--- src/rtl/dram_ctrl.sv ---
// dram_ctrl: single-beat request controller in front of the dram array model.
// Host reads/writes arrive over valid/ready; read data returns as a one-cycle
// rsp_valid pulse. Optional periodic row refresh is compiled in when the macro
// DRAM_CTRL_REFRESH_EN is defined; without it the controller never refreshes.
module dram_ctrl #(
  parameter int unsigned READ_LAT         = 1,
  parameter int unsigned REFRESH_INTERVAL = 64,
  parameter int unsigned ROW_BITS         = 8
) (
  input  logic        clk,
  input  logic        rst_n,
  input  logic        req_valid,
  output logic        req_ready,
  input  logic        req_we,
  input  logic [11:0] req_addr,
  input  logic [7:0]  req_wdata,
  output logic        rsp_valid,
  output logic [7:0]  rsp_rdata,
  output logic        refresh_busy,
  output logic [11:0] mem_address,
  output logic [7:0]  mem_data_in,
  output logic        mem_we,
  input  logic [7:0]  mem_data_out
);

  // Elaboration-time parameter legality checks.
  if (READ_LAT < 1 || READ_LAT > 4) begin : g_bad_read_lat
    $error("dram_ctrl: READ_LAT must be in 1..4");
  end
  if (REFRESH_INTERVAL < 8) begin : g_bad_interval
    $error("dram_ctrl: REFRESH_INTERVAL must be at least 8");
  end
  if (ROW_BITS < 1 || ROW_BITS > 8) begin : g_bad_row_bits
    $error("dram_ctrl: ROW_BITS must be in 1..8");
  end

  typedef enum logic [2:0] {
    IDLE,
    WRITE,
    READ_ISSUE,
    READ_WAIT,
    REFRESH
  } state_e;

  // Last count value in READ_WAIT (READ_LAT cycles) and REFRESH (READ_LAT+1 cycles).
  localparam logic [2:0] WAIT_LAST = 3'(READ_LAT - 1);
  localparam logic [2:0] REF_LAST  = 3'(READ_LAT);

  state_e      state_q, state_d;
  logic [2:0]  cnt_q, cnt_d;
  logic [11:0] addr_q, addr_d;
  logic [7:0]  wdata_q, wdata_d;
  logic        rsp_valid_q, rsp_valid_d;
  logic [7:0]  rsp_rdata_q, rsp_rdata_d;
  logic        accept;

`ifdef DRAM_CTRL_REFRESH_EN
  localparam int unsigned TW = (REFRESH_INTERVAL > 1) ? $clog2(REFRESH_INTERVAL) : 1;
  localparam logic [TW-1:0] TIMER_LAST = TW'(REFRESH_INTERVAL - 1);

  logic [TW-1:0]       timer_q, timer_d;
  logic                timer_wrap;
  logic                pending_q, pending_d;
  logic [ROW_BITS-1:0] row_q, row_d;
  logic                refresh_done;

  assign req_ready    = rst_n && (state_q == IDLE) && !pending_q;
  assign refresh_busy = (state_q == REFRESH);
`else
  assign req_ready    = rst_n && (state_q == IDLE);
  assign refresh_busy = 1'b0;
`endif

  assign accept      = req_valid && req_ready;
  assign mem_we      = (state_q == WRITE);
  assign mem_address = addr_q;
  assign mem_data_in = wdata_q;
  assign rsp_valid   = rsp_valid_q;
  assign rsp_rdata   = rsp_rdata_q;

  // Next-state and datapath decode for the request FSM.
  always_comb begin
    state_d     = state_q;
    cnt_d       = cnt_q;
    addr_d      = addr_q;
    wdata_d     = wdata_q;
    rsp_valid_d = 1'b0;
    rsp_rdata_d = rsp_rdata_q;
`ifdef DRAM_CTRL_REFRESH_EN
    refresh_done = 1'b0;
`endif
    case (state_q)
      IDLE: begin
`ifdef DRAM_CTRL_REFRESH_EN
        if (pending_q) begin
          state_d = REFRESH;
          cnt_d   = '0;
          addr_d  = 12'({row_q, 4'h0});
        end else
`endif
        if (accept) begin
          addr_d  = req_addr;
          wdata_d = req_wdata;
          state_d = req_we ? WRITE : READ_ISSUE;
        end
      end
      WRITE: begin
        state_d = IDLE;
      end
      READ_ISSUE: begin
        cnt_d   = '0;
        state_d = READ_WAIT;
      end
      READ_WAIT: begin
        if (cnt_q == WAIT_LAST) begin
          rsp_rdata_d = mem_data_out;
          rsp_valid_d = 1'b1;
          state_d     = IDLE;
        end else begin
          cnt_d = cnt_q + 3'd1;
        end
      end
`ifdef DRAM_CTRL_REFRESH_EN
      REFRESH: begin
        if (cnt_q == REF_LAST) begin
          refresh_done = 1'b1;
          state_d      = IDLE;
        end else begin
          cnt_d = cnt_q + 3'd1;
        end
      end
`endif
      default: begin
        state_d = IDLE;
      end
    endcase
  end

  // Request FSM state and datapath registers.
  always_ff @(posedge clk) begin
    if (!rst_n) begin
      state_q     <= IDLE;
      cnt_q       <= '0;
      addr_q      <= '0;
      wdata_q     <= '0;
      rsp_valid_q <= 1'b0;
      rsp_rdata_q <= '0;
    end else begin
      state_q     <= state_d;
      cnt_q       <= cnt_d;
      addr_q      <= addr_d;
      wdata_q     <= wdata_d;
      rsp_valid_q <= rsp_valid_d;
      rsp_rdata_q <= rsp_rdata_d;
    end
  end

`ifdef DRAM_CTRL_REFRESH_EN
  assign timer_wrap = (timer_q == TIMER_LAST);

  // Refresh timer, pending flag and row pointer next-state.
  always_comb begin
    timer_d   = timer_wrap ? '0 : timer_q + 1'b1;
    pending_d = pending_q;
    row_d     = row_q;
    // Completion clears pending; a wrap while already pending is dropped.
    if (refresh_done) begin
      pending_d = 1'b0;
      row_d     = row_q + 1'b1;
    end else if (timer_wrap) begin
      pending_d = 1'b1;
    end
  end

  // Refresh timer, pending flag and row pointer registers.
  always_ff @(posedge clk) begin
    if (!rst_n) begin
      timer_q   <= '0;
      pending_q <= 1'b0;
      row_q     <= '0;
    end else begin
      timer_q   <= timer_d;
      pending_q <= pending_d;
      row_q     <= row_d;
    end
  end
`endif

endmodule

--- config.mk ---
export PLATFORM = sky130hd
export DESIGN_NAME = dram_ctrl
export DESIGN_NICKNAME = d
export VERILOG_FILES = /design/src/rtl/dram_ctrl.sv
export SDC_FILE = /design/constraint.sdc
export NUM_CORES = 1
export LEC_CHECK = 0
export CAP_MARGIN = 5
export CORE_ASPECT_RATIO = 2
export CORE_MARGIN = 8
export CORE_UTILIZATION = 43
export CTS_CLUSTER_DIAMETER = 50
export DETAILED_ROUTE_END_ITERATION = 12
export PLACE_DENSITY = 0.84
export SYNTH_ARGS = -nofsm -noshare
export SYNTH_HDL_FRONTEND = slang
export SYNTH_SLANG_ARGS = --single-unit
--- constraint.sdc ---
create_clock -name clk -period 2.95 [get_ports clk]
set_clock_uncertainty 0.2 [all_clocks]
set_input_delay 0.59 -clock clk [delete_from_list [all_inputs] [get_ports clk]]
set_output_delay 0.59 -clock clk [all_outputs]
set_load 0.05 [all_outputs]
# Word level (Yosys, flattened, before mapping)

Index checks and enable logic that the tools add are counted.

Word-level logic and storage cells: 30
Bits in registers: 35
Output and inout bits: 32
Bits of input ports: 32

Reductions and logical operators: 10
Equal/unequal tests: 6
Add/sub/neg operators: 1
Muxes and demuxes: 7

Operators with widths:

| kind                  | number |
|---|---|
| $reduce_and A2 Y1     | 5 |
| $mux W3               | 3 |
| $pmux W3 S3           | 1 |
| $eq A3 B2 Y1 const B  | 2 |
| $logic_not A3 Y1      | 2 |
| $ne A2 B2 Y1 const B  | 3 |
| $pmux W3 S2           | 1 |
| $add A3 B1 Y3 const B | 1 |
| $eq A3 B1 Y1 const B  | 1 |
| $logic_and A1 B1 Y1   | 2 |
| $mux W2               | 1 |
| $reduce_bool A2 Y1    | 1 |
| $mux W1               | 1 |

# Logic depth before layout (Yosys ltp)

Depth in word-level cells: 5
Depth in mapped cells: 6
Mapped depth without buffers: 5

# Worst setup path before layout

No wires, ideal clock.

Path type: in2out
Start: input rst_n
End: output req_ready
Data arrival time: 1.983 ns
Cell stages on the path: 3
Buffers on the path: 1
Required time: 2.160 ns
Slack: 0.177 ns
Cell sequence: buf_2 > clkinv_1 > nor3_1

Word-level cells in the longest chain between the ends: 1

Ends and longest elaborated chain:

| what                | RTL line | source |
|---|---|---|
| start: declaration  | 11       | `input logic rst_n,` |
| $logic_and A1 B1 Y1 | 70       | `assign req_ready = rst_n && (state_q == IDLE);` |
| end: declaration    | 13       | `output logic req_ready,` |

Every way passes these cells.

# Worst setup path after layout

Start: register state_q[0]
End: output mem_we

Word-level cells in the longest chain between the ends: 1

Ends and longest elaborated chain:

| what                     | RTL line | source |
|---|---|---|
| start: declaration       | 49       | `state_e state_q, state_d;` |
| start signal: assignment | 149      | `state_q <= state_d;` |
| $eq A3 B1 Y1             | 75       | `assign mem_we = (state_q == WRITE);` |
| end: declaration         | 22       | `output logic mem_we,` |

Every way passes these cells.

==> summary.txt <==
Status
  – Status: complete, no violations

Routing
  – Post-route ant nets: 0
  – DRC viols: 0
  – First DRT Iteration DRCs: 7
  – Total vias in the final route: 1250
  – DRT Wirelength: 3367 µm
  – Via density: 4.941
  – WL/cell: 13.31 µm
  – DR pass1 iterations: 5

Floorplan
  – Height of the die: 95.24 µm
  – Die ar.: 5297 µm²
  – Rows: 29
  – Initial cell density of the core: 43.77%
  – Core ar.: 3084 µm²
  – Die Wd: 55.62 µm
  – Io pins: 64

Setup path
  – Required time worst endpoint: 2.16 ns
  – Max incr delay on CP: 0.81 ns
  – Startpoint types: register
  – Critical path class: register to primary output
  – Crit end category: primary output
  – Crit path max fanout: 9
  – CP cell instances: inv_1 -> nor2_1 -> clkdlybuf4s50_1
  – Worst path slowest cell: clkdlybuf4s50_1
  – Reg2Reg Depth: 5
  – Reg2reg start: cnt_q[0]
  – Reg2reg end: rsp_rdata[5]
  – Crit path arrival time: 1.89 ns
  – Reg2Reg Setup Slack: 1.29 ns

STA
  – Fin crit share: 91.01%
  – RSZ-0062 raised after global routing: no
  – Endpoints failing hold: 0
  – Setup_tns: 0 ns
  – Final setup viols: 0
  – Min Tclk post-route: approximately 2.7 ns
  – Worst-Margin Slew: 0.5165 ns
  – Slew Limit Fails: 0
  – Slew headroom: 65.46%
  – Fmax: 372.5 MHz
  – Setup WS post-layout: 0.2651 ns

CTS
  – Clock sinks: 34
  – H-tree levels: 2
  – CTS tree: done
  – Worst skew pair latency: ~0.28 ns
  – Clock Root Buffer: clkbuf_8
  – Post_cts resized: 0
  – Post-CTS Setup Bufs: 0
  – Cts hold-fix bufs: 0
  – Reg clk slew, reported paths: approximately 0.070 ns
  – Num CTS Buffers: 5
  – Clock Path Buffers: 2

Worst hold path
  – Worst Hold Class: register to register
  – Worst Hold Path EP: mem_address[6]
  – Hold Crit Start: mem_address[6]
  – Hold path depth: 2

Global route
  – Vias in the first global route: 1218
  – GR Overflow Total: 0
  – Largest net degree at the start of global routing: 26
  – Initial antenna violation count: 0
  – Global Route Usage Sum: 12.85%
  – First-pass GRT wire length: about 5600 µm

Cells and area
  – Layout cells sized above 1: ~6.3%
  – Commonest non-fill, non-tap cell in the layout: clkdlybuf4s50_1
  – Fill cell count: 270
  – Most frequent cells in the layout: clkdlybuf4s50_1, nand2_1, dfxtp_1
  – # diodes: 0
  – Nets@finish: 256
  – Area Growth Syn to Fin: 49.95%

Placement
  – Setup Slack @ Placement: 0.5291 ns
  – Routability cong.: 0.7015
  – Final HPWL DP: ~2500 µm
  – Buffers on Ports: 62

Logic synthesis
  – Ys async rst share: 0%
  – Mean Syn Cell Area: 8.334 µm²
  – Post-synth top flop: dfxtp_1
  – Yosys reg bits: 34
  – YS warnings: 0
  – Post-Syn Area: 1350 µm²
  – Mapped Cells: ~160
  – Syn nets: 196
  – Sequential cell area fraction in the yosys report: 50.42%
  – EDFF count, synth: 0
  – Cell variety after synth: 26

Power and ir drop
  – Worst vdd rail ir drop: between 400 and 500 µV
  – PD cells: ~520 nW/µm²
  – Leakage: 0.0007514 µW

Job
  – Max cap viols: 0
[registers in the layout, summed over array words and instances (netlist names)]
signal and flops:
mem_address 12, cnt_q 3, mem_data_in 8, state_q 2, rsp_valid 1, rsp_rdata 8
[through the flow]
step	hold slack [ns]	instance area (µm²)	std cells	power, µW	utilization, %
after CTS	0.2561	2024	253	1071	65.64
after detailed placement	0.2474	1946	246	756.2	63.08
after floorplan	0.2824	1350	162	665.2	-
after global placement	0.2405	1946	246	752.4	63.08
after global routing	0.2791	2024	253	1110	65.64
final	0.2530	2024	253	1059	65.64
[synth_stat cells (3+ instances only)]
library cell,instances,area share [%]
clkbuf_1,3,0.83
o21ai_0,9,3.3
buf_6,6,5.0
a21oi_1,23,8.5
nand2b_1,4,1.9
dfxtp_1,34,50
inv_1,3,0.83
nand3_1,8,3.0
nand2_1,51,14
[worst max-delay path: cells and delay by family, from the launching register on]
family | cells | cell delay (ns)
buffers and inverters | 2 | 0.96
and+or+nand+nor | 1 | 0.11
DFF | 1 | 0.55
[logic make-up after synthesis]
| kind of cell | share of synthesized area (%) |
|---|---|
| simple gates | 25.12 |
| flops | 50.42 |
| fa+ha+maj | 1.853 |
| buf+inv | 8.248 |
| compound gates | 14.09 |
| other cells | 0.2778 |
[worst max path at each step]
stage	depth (start not counted)	start	to
after floorplan	3	rst_n	req_ready
after global placement	4	rst_n	req_ready
after detailed placement	4	rst_n	req_ready
after CTS	3	state_q[0]	mem_we
after global routing	3	state_q[0]	mem_we
final	3	state_q[0]	mem_we
[power breakdown]
part	total [µW]	switching, µW	leakage (µW)	internal, µW
clock network	314	156	0.0000438	158
logic	246	145	0.000430	100
registers	499	16.9	0.000277	482
[layer usage]
metal	wire [µm]	track usage, %	vias to the layer above
met4	30	5.579	0
li1	-	-	651
met3	458	9.200	5
met5	0	0	-
met1	1417	13.70	546
met2	1461	18.98	48
[final cells by class]
type / count / area [µm²] / share of cell area, %
Multi-Input combinational cell: 112 / 558.0 / 27.56
Timing Repair Buffer: 65 / 653.1 / 32.26
Clock buffer: 5 / 68.82 / 3.399
Inverter: 4 / 15.01 / 0.7417
Clock inverter: 2 / 10.01 / 0.4944
Sequential cell: 34 / 680.7 / 33.62
Tap cell: 31 / 38.79 / 1.916
Power figures use the tool's default switching activity.
